$ cat src/rtl/accel_pair_scheduler.sv
// accel_pair_scheduler: walks every ordered body pair (i, j != i) through a fixed-latency
// acceleration unit, chaining the running acceleration and emitting one result per body.
module accel_pair_scheduler #(
  parameter int N_BODIES = 8,
  parameter int ACC_LAT = 15,
  localparam int IW = (N_BODIES > 1) ? $clog2(N_BODIES) : 1
) (
  input  logic          i_clk,
  input  logic          i_rst,
  input  logic          i_ld_valid,
  input  logic [IW-1:0] i_ld_idx,
  input  logic [31:0]   i_ld_x,
  input  logic [31:0]   i_ld_y,
  input  logic [31:0]   i_ld_m,
  input  logic          i_start,
  output logic          o_busy,
  output logic          o_done,
  output logic [31:0]   o_b1_x,
  output logic [31:0]   o_b1_y,
  output logic [31:0]   o_b2_x,
  output logic [31:0]   o_b2_y,
  output logic [31:0]   o_m_b2,
  output logic [31:0]   o_a_b1_x,
  output logic [31:0]   o_a_b1_y,
  output logic          o_issue,
  input  logic [31:0]   i_a_b1_x,
  input  logic [31:0]   i_a_b1_y,
  output logic          o_res_valid,
  output logic [IW-1:0] o_res_idx,
  output logic [31:0]   o_res_ax,
  output logic [31:0]   o_res_ay
);
  localparam int CW = (ACC_LAT > 1) ? $clog2(ACC_LAT + 1) : 1;
  localparam logic [2:0] IDLE = 3'd0, ISSUE = 3'd1, WAIT = 3'd2, EMIT = 3'd3, DONE = 3'd4;
  logic [2:0]    state_q, state_d;
  logic [IW-1:0] i_q, i_d, j_q, j_d;
  logic [31:0]   acc_x_q, acc_x_d, acc_y_q, acc_y_d;
  logic [CW-1:0] cnt_q, cnt_d;
  logic [31:0]   st_x_q [N_BODIES];
  logic [31:0]   st_y_q [N_BODIES];
  logic [31:0]   st_m_q [N_BODIES];
  logic [IW:0]   nj_inc, nj;
  // next partner index skips the body itself; one extra bit flags running off the end
  assign nj_inc = {1'b0, j_q} + (IW+1)'(1);
  assign nj = (nj_inc == {1'b0, i_q}) ? nj_inc + (IW+1)'(1) : nj_inc;
  always_comb begin
    state_d = state_q;
    i_d = i_q;
    j_d = j_q;
    acc_x_d = acc_x_q;
    acc_y_d = acc_y_q;
    cnt_d = cnt_q;
    case (state_q)
      IDLE: if (i_start) begin
        state_d = (N_BODIES == 1) ? EMIT : ISSUE;
        i_d = '0;
        j_d = (N_BODIES > 1) ? IW'(1) : '0;
        acc_x_d = '0;
        acc_y_d = '0;
      end
      ISSUE: begin
        state_d = WAIT;
        cnt_d = CW'(1);
      end
      WAIT: if (cnt_q == CW'(ACC_LAT)) begin
        acc_x_d = i_a_b1_x;
        acc_y_d = i_a_b1_y;
        j_d = nj[IW-1:0];
        state_d = (nj >= (IW+1)'(N_BODIES)) ? EMIT : ISSUE;
      end else cnt_d = cnt_q + CW'(1);
      EMIT: if (i_q == IW'(N_BODIES - 1)) state_d = DONE;
      else begin
        i_d = i_q + IW'(1);
        j_d = '0;
        acc_x_d = '0;
        acc_y_d = '0;
        state_d = ISSUE;
      end
      default: state_d = IDLE;
    endcase
  end
  always_ff @(posedge i_clk) begin
    if (i_rst) begin
      state_q <= IDLE;
      i_q <= '0;
      j_q <= '0;
      acc_x_q <= '0;
      acc_y_q <= '0;
      cnt_q <= '0;
    end else begin
      state_q <= state_d;
      i_q <= i_d;
      j_q <= j_d;
      acc_x_q <= acc_x_d;
      acc_y_q <= acc_y_d;
      cnt_q <= cnt_d;
    end
  end
  // store survives reset; a load coinciding with start is dropped
  always_ff @(posedge i_clk) begin
    if (i_ld_valid && !i_start && state_q == IDLE) begin
      st_x_q[i_ld_idx] <= i_ld_x;
      st_y_q[i_ld_idx] <= i_ld_y;
      st_m_q[i_ld_idx] <= i_ld_m;
    end
  end
  assign o_busy = state_q != IDLE;
  assign o_done = state_q == DONE;
  assign o_issue = state_q == ISSUE;
  assign o_res_valid = state_q == EMIT;
  assign o_b1_x = o_issue ? st_x_q[i_q] : '0;
  assign o_b1_y = o_issue ? st_y_q[i_q] : '0;
  assign o_b2_x = o_issue ? st_x_q[j_q] : '0;
  assign o_b2_y = o_issue ? st_y_q[j_q] : '0;
  assign o_m_b2 = o_issue ? st_m_q[j_q] : '0;
  assign o_a_b1_x = o_issue ? acc_x_q : '0;
  assign o_a_b1_y = o_issue ? acc_y_q : '0;
  assign o_res_idx = o_res_valid ? i_q : '0;
  assign o_res_ax = o_res_valid ? acc_x_q : '0;
  assign o_res_ay = o_res_valid ? acc_y_q : '0;
endmodule

$ cat config.mk
export PLATFORM = sky130hd
export DESIGN_NAME = accel_pair_scheduler
export DESIGN_NICKNAME = d
export VERILOG_FILES = /design/src/rtl/accel_pair_scheduler.sv
export SDC_FILE = /design/constraint.sdc
export NUM_CORES = 1
export LEC_CHECK = 0
export BUFFER_PORTS_ARGS = -buffer_cell sky130_fd_sc_hd__buf_2
export CAP_MARGIN = 15
export CORE_ASPECT_RATIO = 0.8
export CORE_MARGIN = 2
export CORE_UTILIZATION = 47
export CTS_CLUSTER_DIAMETER = 120
export DETAILED_ROUTE_END_ITERATION = 8
export PLACE_DENSITY = 0.7
export SLEW_MARGIN = 20
export SYNTH_ARGS = -nofsm -noshare
export SYNTH_HDL_FRONTEND = slang
export SYNTH_SLANG_ARGS = --single-unit
export TNS_END_PERCENT = 20
$ cat constraint.sdc
create_clock -name i_clk -period 13.1 [get_ports i_clk]
set_clock_uncertainty 0.2 [all_clocks]
set_input_delay 0.655 -clock i_clk [delete_from_list [all_inputs] [get_ports i_clk]]
set_output_delay 0.655 -clock i_clk [all_outputs]
set_load 0.03 [all_outputs]
Yosys cells after proc, flatten, opt, wreduce, memory -nomap -nowiden
Memory sizes are Yosys's and may differ from the RTL's. A register that Yosys moved wholly into a read port is not among the register bits.
Index checks and enable logic that the tools add are counted.
{ "totals": {"ff_bits": 77, "latch_bits": 0, "mem_bits_rw": 768, "mem_bits_ro": 0, "out_inout_bits": 295, "word_cells": 79, "n_memories": 3} }
{ "mem_list": {"columns": ["memory", "words", "word_bits", "read_ports", "rd_clocked_by_memory_dff", "write_ports", "line_no", "rtl"], "rows": [
  ["st_m_q", 8, 32, 1, 1, 1, "41", "logic [31:0] st_m_q [N_BODIES];"],
  ["st_x_q", 8, 32, 2, 2, 1, "39", "logic [31:0] st_x_q [N_BODIES];"],
  ["st_y_q", 8, 32, 2, 2, 1, "40", "logic [31:0] st_y_q [N_BODIES];"]
]} }
{ "classes": {"n_addsub": 4, "mul": 0, "div_mod_pow": 0, "order_cmp": 1, "n_eq_ne": 11, "shift": 0, "mux": 42, "bitwise_logic": 0, "reduce_logical": 12} }
{ "ops": {"columns": ["cell", "count"], "rows": [
  ["2-to-1 mux 32 bit", 13],
  ["one-hot mux 32 bit (3 select lines)", 2],
  ["2-to-1 mux 3 bit", 18],
  ["one-hot mux 3 bit (4 select lines)", 1],
  ["one-hot mux 3 bit (3 select lines)", 1],
  ["adder 4 x 1 -> 4 bit (second input constant)", 2],
  ["2-to-1 mux 4 bit", 2],
  ["!= test 2 bit (second input constant)", 4],
  ["one-hot mux 4 bit (2 select lines)", 1],
  ["equality test 3 x 2 -> 1 bit (second input constant)", 2],
  ["equality test 3 bit (second input constant)", 2],
  ["one-hot mux 3 bit (2 select lines)", 1],
  ["nonzero test 3 bit", 2],
  ["adder 3 x 1 -> 4 bit (second input constant)", 1],
  ["equality test 4 x 3 -> 1 bit", 1],
  ["equality test 4 bit (second input constant)", 1],
  ["greater-or-equal comparator 4 bit (second input constant)", 1],
  ["AND reduction 2 bit", 2],
  ["AND reduction 4 bit", 1],
  ["nonzero test 2 bit", 2],
  ["adder 3 x 1 -> 3 bit (second input constant)", 1],
  ["equality test 3 x 1 -> 1 bit (second input constant)", 1],
  ["zero test 3 bit", 1],
  ["AND reduction 3 bit", 1],
  ["4 further kinds", 6]
]} }

Logic depth before layout (Yosys ltp)
{ "depth": {"word_depth": 7, "ltp_mapped": 7, "depth_no_buf": 6} }

Worst setup path before layout
Ideal clock, no wire load.
{ "synth_timing": {"path_type": "reg-to-reg", "from": "reg state_q[1]", "to": "mem st_m_q[0][0] (enable)", "setup_time_ns": 0.670, "arrival_time_ns": 7.799, "setup_slack_ns": 4.431, "path_stages_with_launch": 6, "n_path_buf": 1, "synth_period_minus_slack_ns": 8.669, "cell_sequence": "dfxtp_1 -> buf_2 -> or3_1 -> nor2_1 -> nand3b_1 -> nor3_1"} }
{ "synth_via": {"elab_chain_len": 4} }
{ "synth_lines": {"columns": ["element", "line_no", "rtl"], "rows": [
  ["from (decl)", "35", "logic [2:0] state_q, state_d;"],
  ["from (signal assigned)", "91", "state_q <= state_d;"],
  ["zero test 3 bit", "101", "if (i_ld_valid && !i_start && state_q == IDLE) begin"],
  ["logical AND 1 bit", "101", null],
  ["2-to-1 mux 1 bit", "101", null],
  ["2-to-1 mux 1 bit (implied by the code)", "104", "st_m_q[i_ld_idx] <= i_ld_m;"],
  ["to (decl)", "41", null]
]} }
No other way between the ends.

==> results.md <==
| Step | Parameter | This run |
|:---|:---|:---|
| clock tree | CTS buffer count | 85 |
| sta | Slew @ Worst Pin | 1.14 ns |
| routing | Average wire per standard cell | 25.0 um |
| setup path | Start-to-end type of the worst setup path | register to output pin |
| floorplanning | Site row count | 92 |
| clock tree | Maximum clock insertion buffer count | 3 |
| routing | Detail-routed via count per cell | 5.96 |
| placed design | Final HPWL from detailed placement | 50.8 mm |
| synthesis | Cell taking the most area after synthesis | sky130_fd_sc_hd__edfxtp_1 |
| setup path | Reg-to-reg critical path startpoint | state_q[0]$_SDFFE_PP0P_ |
| placed design | Final RePlAce weighted congestion | 0.869 |
| synthesis | Mux contribution to synthesized area | 0.237 |
| sta | Smallest setup slack after layout | 8.60 ns |
| setup path | R2r worst-path depth | 6 |
| floorplanning | Starting Density | 0.474 |
| synthesis | Largest cells by area after synthesis | sky130_fd_sc_hd__edfxtp_1 62%, sky130_fd_sc_hd__mux4_2 19%, sky130_fd_sc_hd__dfxtp_1 4.5% |
| global routing | Total congestion overflow after global routing | 0 |
| clock tree | Number of H-tree levels | 3 |
| setup path | Setup slack of the most critical reg-to-reg path | 9.30 ns |
| clock tree | Setup Buffers After CTS | 0 |
| routing | Post-route DRC | 0 |
| synthesis | Adder-Cell Fraction of Synth Area | 0.00168 |
| routing | Post-route ant nets | 0 |
| worst hold path | Min-delay src | i_a_b1_y[20] |
| setup path | Worst setup EP type | output pin |
| setup path | Signal arrival time at the worst endpoint | 3.64 ns |
| synthesis | Area of the mapped netlist | 37200 um2 |
| sta | Hold slack | 0.0644 ns |
| worst hold path | Worst Hold Path EP | acc_y_q[20]$_SDFFE_PP0P_ |
| worst hold path | Worst Hold Class | input pin to register |
| floorplanning | Full die area | 81400 um2 |
| routing | Initial DRC Count | 2166 |
| global routing | Number of global-route vias before repair | 22400 |
| clock tree | CTS Hold Buffers Added | 0 |
| clock tree | TritonCTS clock tree | done |
| floorplanning | Die Y | 256 um |
| synthesis | Net Count, Synth | 2245 |
| routing | Total wire length after detailed routing | 90.0 mm |
| finish | Post-layout net count | 2662 |
| finish | Summed area of non-filler cells in the final layout | 43200 um2 |
| global routing | Pin count of the biggest net entering global routing | 144 |
| global routing | Antenna violations before repair | 20 |
| clock tree | Post-cts repair resize count | 0 |
| flow run | Total of max-cap violations | 0 |
| sta | Highest attainable clock frequency | 222 MHz |
| sta | Final number of setup-violating endpoints | 0 |
| routing | Drt first pass iters | 5 |
| sta | Final number of hold-violating endpoints | 0 |
| placed design | Port Buffers | 461 |
| synthesis | Average instance area after synthesis | 17.9 um2 |
| setup path | Type of element launching the critical path | register |
| synthesis | Post-synthesis share of cell area spent on xor and xnor gates | 0.00155 |
| synthesis | Synth Register Bits | 851 |
| synthesis | Netlist cell types | 45 |
| finish | Layout cell share with drive strength beyond 1 | 0.373 |
| sta | Slew headroom | 0.239 |
| finish | Number of cells in the finished layout apart from fillers | 3609 |
| sta | Post-route clock period utilization | 0.343 |
| setup path | Required time at the worst-slack endpoint | 12.24 ns |
| sta | Post-layout minimum cycle time | 4.50 ns |
| setup path | Worst reg2reg path endpoint | st_y_q[6][28]$_DFFE_PP_ |
| synthesis | Area share of the largest cell type after synthesis | 0.620 |
| sta | RSZ-0062 raised after global routing | false |
| synthesis | Share of synthesized flip-flops with an asynchronous set or reset | 0 |
| outcome | Result of the run | completed |
| clock tree | Root Driver | sky130_fd_sc_hd__clkbuf_16 |
| synthesis | Synth Area in Compound Gates | 0.0128 |
| routing | Via Count | 21500 |
| synthesis | Flip-flop cell with the highest count after synthesis | sky130_fd_sc_hd__edfxtp_1 |
| floorplanning | Die width | 318 um |
| sta | Max-slew violation total from the final report | 0 |
| clock tree | Clock Sink Count | 851 |
| synthesis | Synth Warn # | 0 |
| clock tree | Clk slew on worst S/H paths | 0.06 ns |
| synthesis | Number of enable flip-flop cells after synthesis | 768 |
| synthesis | Seq/Total Area, Yosys | 0.665 |
| global routing | Global-route wire length before repair | 137 mm |
| global routing | Total Routing Usage GR | 0.220 |
| synthesis | Dominant combinational cell family by area after synthesis | multiplexers |
| synthesis | Mapped Cells | 2073 |
| worst hold path | Worst Hold Path Cells | 3 |
| placed design | Placed instance count | 3435 |
| power | Maximum resistive drop on vdd | 0.0952 mV |
| placed design | Worst slack, placed | 9.10 ns |
| sta | Sum of negative setup slack | 0 ns |
| floorplanning | Standard cell core area | 78500 um2 |
| power | Total power divided by cell area | 133 nW/um2 |
| clock tree | Clock Latency Late Sink | 0.62 ns |
| finish | Layout-stage area growth over the synthesis result | 16.2% |
| floorplanning | I/O pin cnt | 462 |
| setup path | Critical path fanouts, max | 66 |
| synthesis | Area fraction in and, or, nand and nor cells after synthesis | 0.0621 |
| placed design | Post-Place Cell Area | 40400 um2 |
| power | P_leak | 14.7 nW |
critical path, stage by stage, from the launching register on:
cell and delay, ns:
sky130_fd_sc_hd__dfxtp_4 1.00, sky130_fd_sc_hd__buf_4 0.91, sky130_fd_sc_hd__mux4_2 0.38, sky130_fd_sc_hd__mux2i_1 0.08
sky130_fd_sc_hd__nor2_1 0.25, sky130_fd_sc_hd__buf_2 0.26
worst max path at each step:
| stage | end | from | slack (ns) |
|---|---|---|---|
| finish | o_b1_y[29] | register | 8.60 |
| global route | o_b2_x[1] | register | 8.33 |
| CTS | o_b2_x[29] | register | 8.41 |
| detailed placement | o_b2_x[29] | register | 9.10 |
| global placement | o_b2_y[12] | register | 9.11 |
| floorplan | st_m_q[0][0]$_DFFE_PP_ | state_q[1]$_SDFFE_PP0P_ | 4.43 |
registers in the layout (all words and copies together) (netlist names), named ones only:
name     flops
j_q          3
st_m_q     256
state_q      3
i_q          3
st_y_q     256
acc_x_q     32
acc_y_q     32
st_x_q     256
cnt_q        4
layout by cell type, fill, tap and decap left out, drive strengths merged, types with 69 or more instances in the layout:
| cell type | instances |
|---|---|
| a21oi | 69 |
| and3 | 132 |
| buf | 495 |
| clkbuf | 101 |
| dfxtp | 83 |
| edfxtp | 768 |
| mux2i | 160 |
| mux4 | 320 |
| nand2 | 69 |
| nor2 | 173 |
routing by layer:
layer,part of all wire,wire [um],GRT usage,vias up
met3,0.061,5490,0.0411,139
li1,-,-,-,9267
met2,0.50,45500,0.369,751
met1,0.41,36900,0.293,11300
met5,0.00098,88,0,-
met4,0.024,2140,0.0690,14
stage by stage:
| stage | utilization | power [mW] |
|---|---|---|
| 2_1_floorplan | - | 3.35 |
| 3_3_place_gp | 0.515 | 3.46 |
| 3_5_place_dp | 0.515 | 3.47 |
| 4_1_cts | 0.549 | 5.81 |
| 5_1_grt | 0.550 | 5.95 |
| 6_report | 0.550 | 5.76 |
cell type report:
class                   count  area, um2
diodes                     14       35.0
clock buffers             101       2250
clock inverters            57        432
fillers                  6181      35300
inverters                   5       18.8
multi-input cells        1052      11800
flip-flops and latches    851      24700
well taps                1034       1290
repair buffers            495       2630
cell families (layout without fill, tap and decap cells):
family / Yosys count / after routing
other: 0 / 14
buffers and inverters: 170 / 658
adder cells (fa/ha/maj): 5 / 5
AO/OA/AOI/OAI: 86 / 86
flip-flops: 851 / 851
multiplexers: 480 / 480
XOR/XNOR: 5 / 5
AND/OR/NAND/NOR: 476 / 476
cell usage after synthesis (2+ instances only):
cell	instances
sky130_fd_sc_hd__mux4_2	320
sky130_fd_sc_hd__nand2b_1	6
sky130_fd_sc_hd__a21oi_1	69
sky130_fd_sc_hd__edfxtp_1	768
sky130_fd_sc_hd__nor3b_1	2
sky130_fd_sc_hd__inv_1	5
sky130_fd_sc_hd__mux2i_1	160
sky130_fd_sc_hd__and3_1	132
sky130_fd_sc_hd__nand3b_1	2
sky130_fd_sc_hd__nand4b_1	3
sky130_fd_sc_hd__dfxtp_1	83
sky130_fd_sc_hd__clkbuf_1	81
sky130_fd_sc_hd__nor3_1	8
sky130_fd_sc_hd__o31ai_1	2
sky130_fd_sc_hd__xnor2_1	2
sky130_fd_sc_hd__buf_4	17
sky130_fd_sc_hd__buf_2	34
sky130_fd_sc_hd__a311o_1	2
sky130_fd_sc_hd__nand2_1	69
sky130_fd_sc_hd__xor2_1	2
sky130_fd_sc_hd__nor2_1	172
sky130_fd_sc_hd__nand4_1	5
sky130_fd_sc_hd__buf_1	33
sky130_fd_sc_hd__nand3_1	68
sky130_fd_sc_hd__o21ai_1	2
sky130_fd_sc_hd__ha_1	5
sky130_fd_sc_hd__a22oi_1	3
power breakdown:
part           internal [mW]  total, mW  leakage, nW  switching (mW)
clock network           1.34       2.35         1.31            1.01
logic                  0.166      0.403         5.80           0.237
registers               2.99       3.01         7.60          0.0231
total                   4.50       5.76         14.7            1.27
No activity file was read; power rests on OpenSTA's default activity.
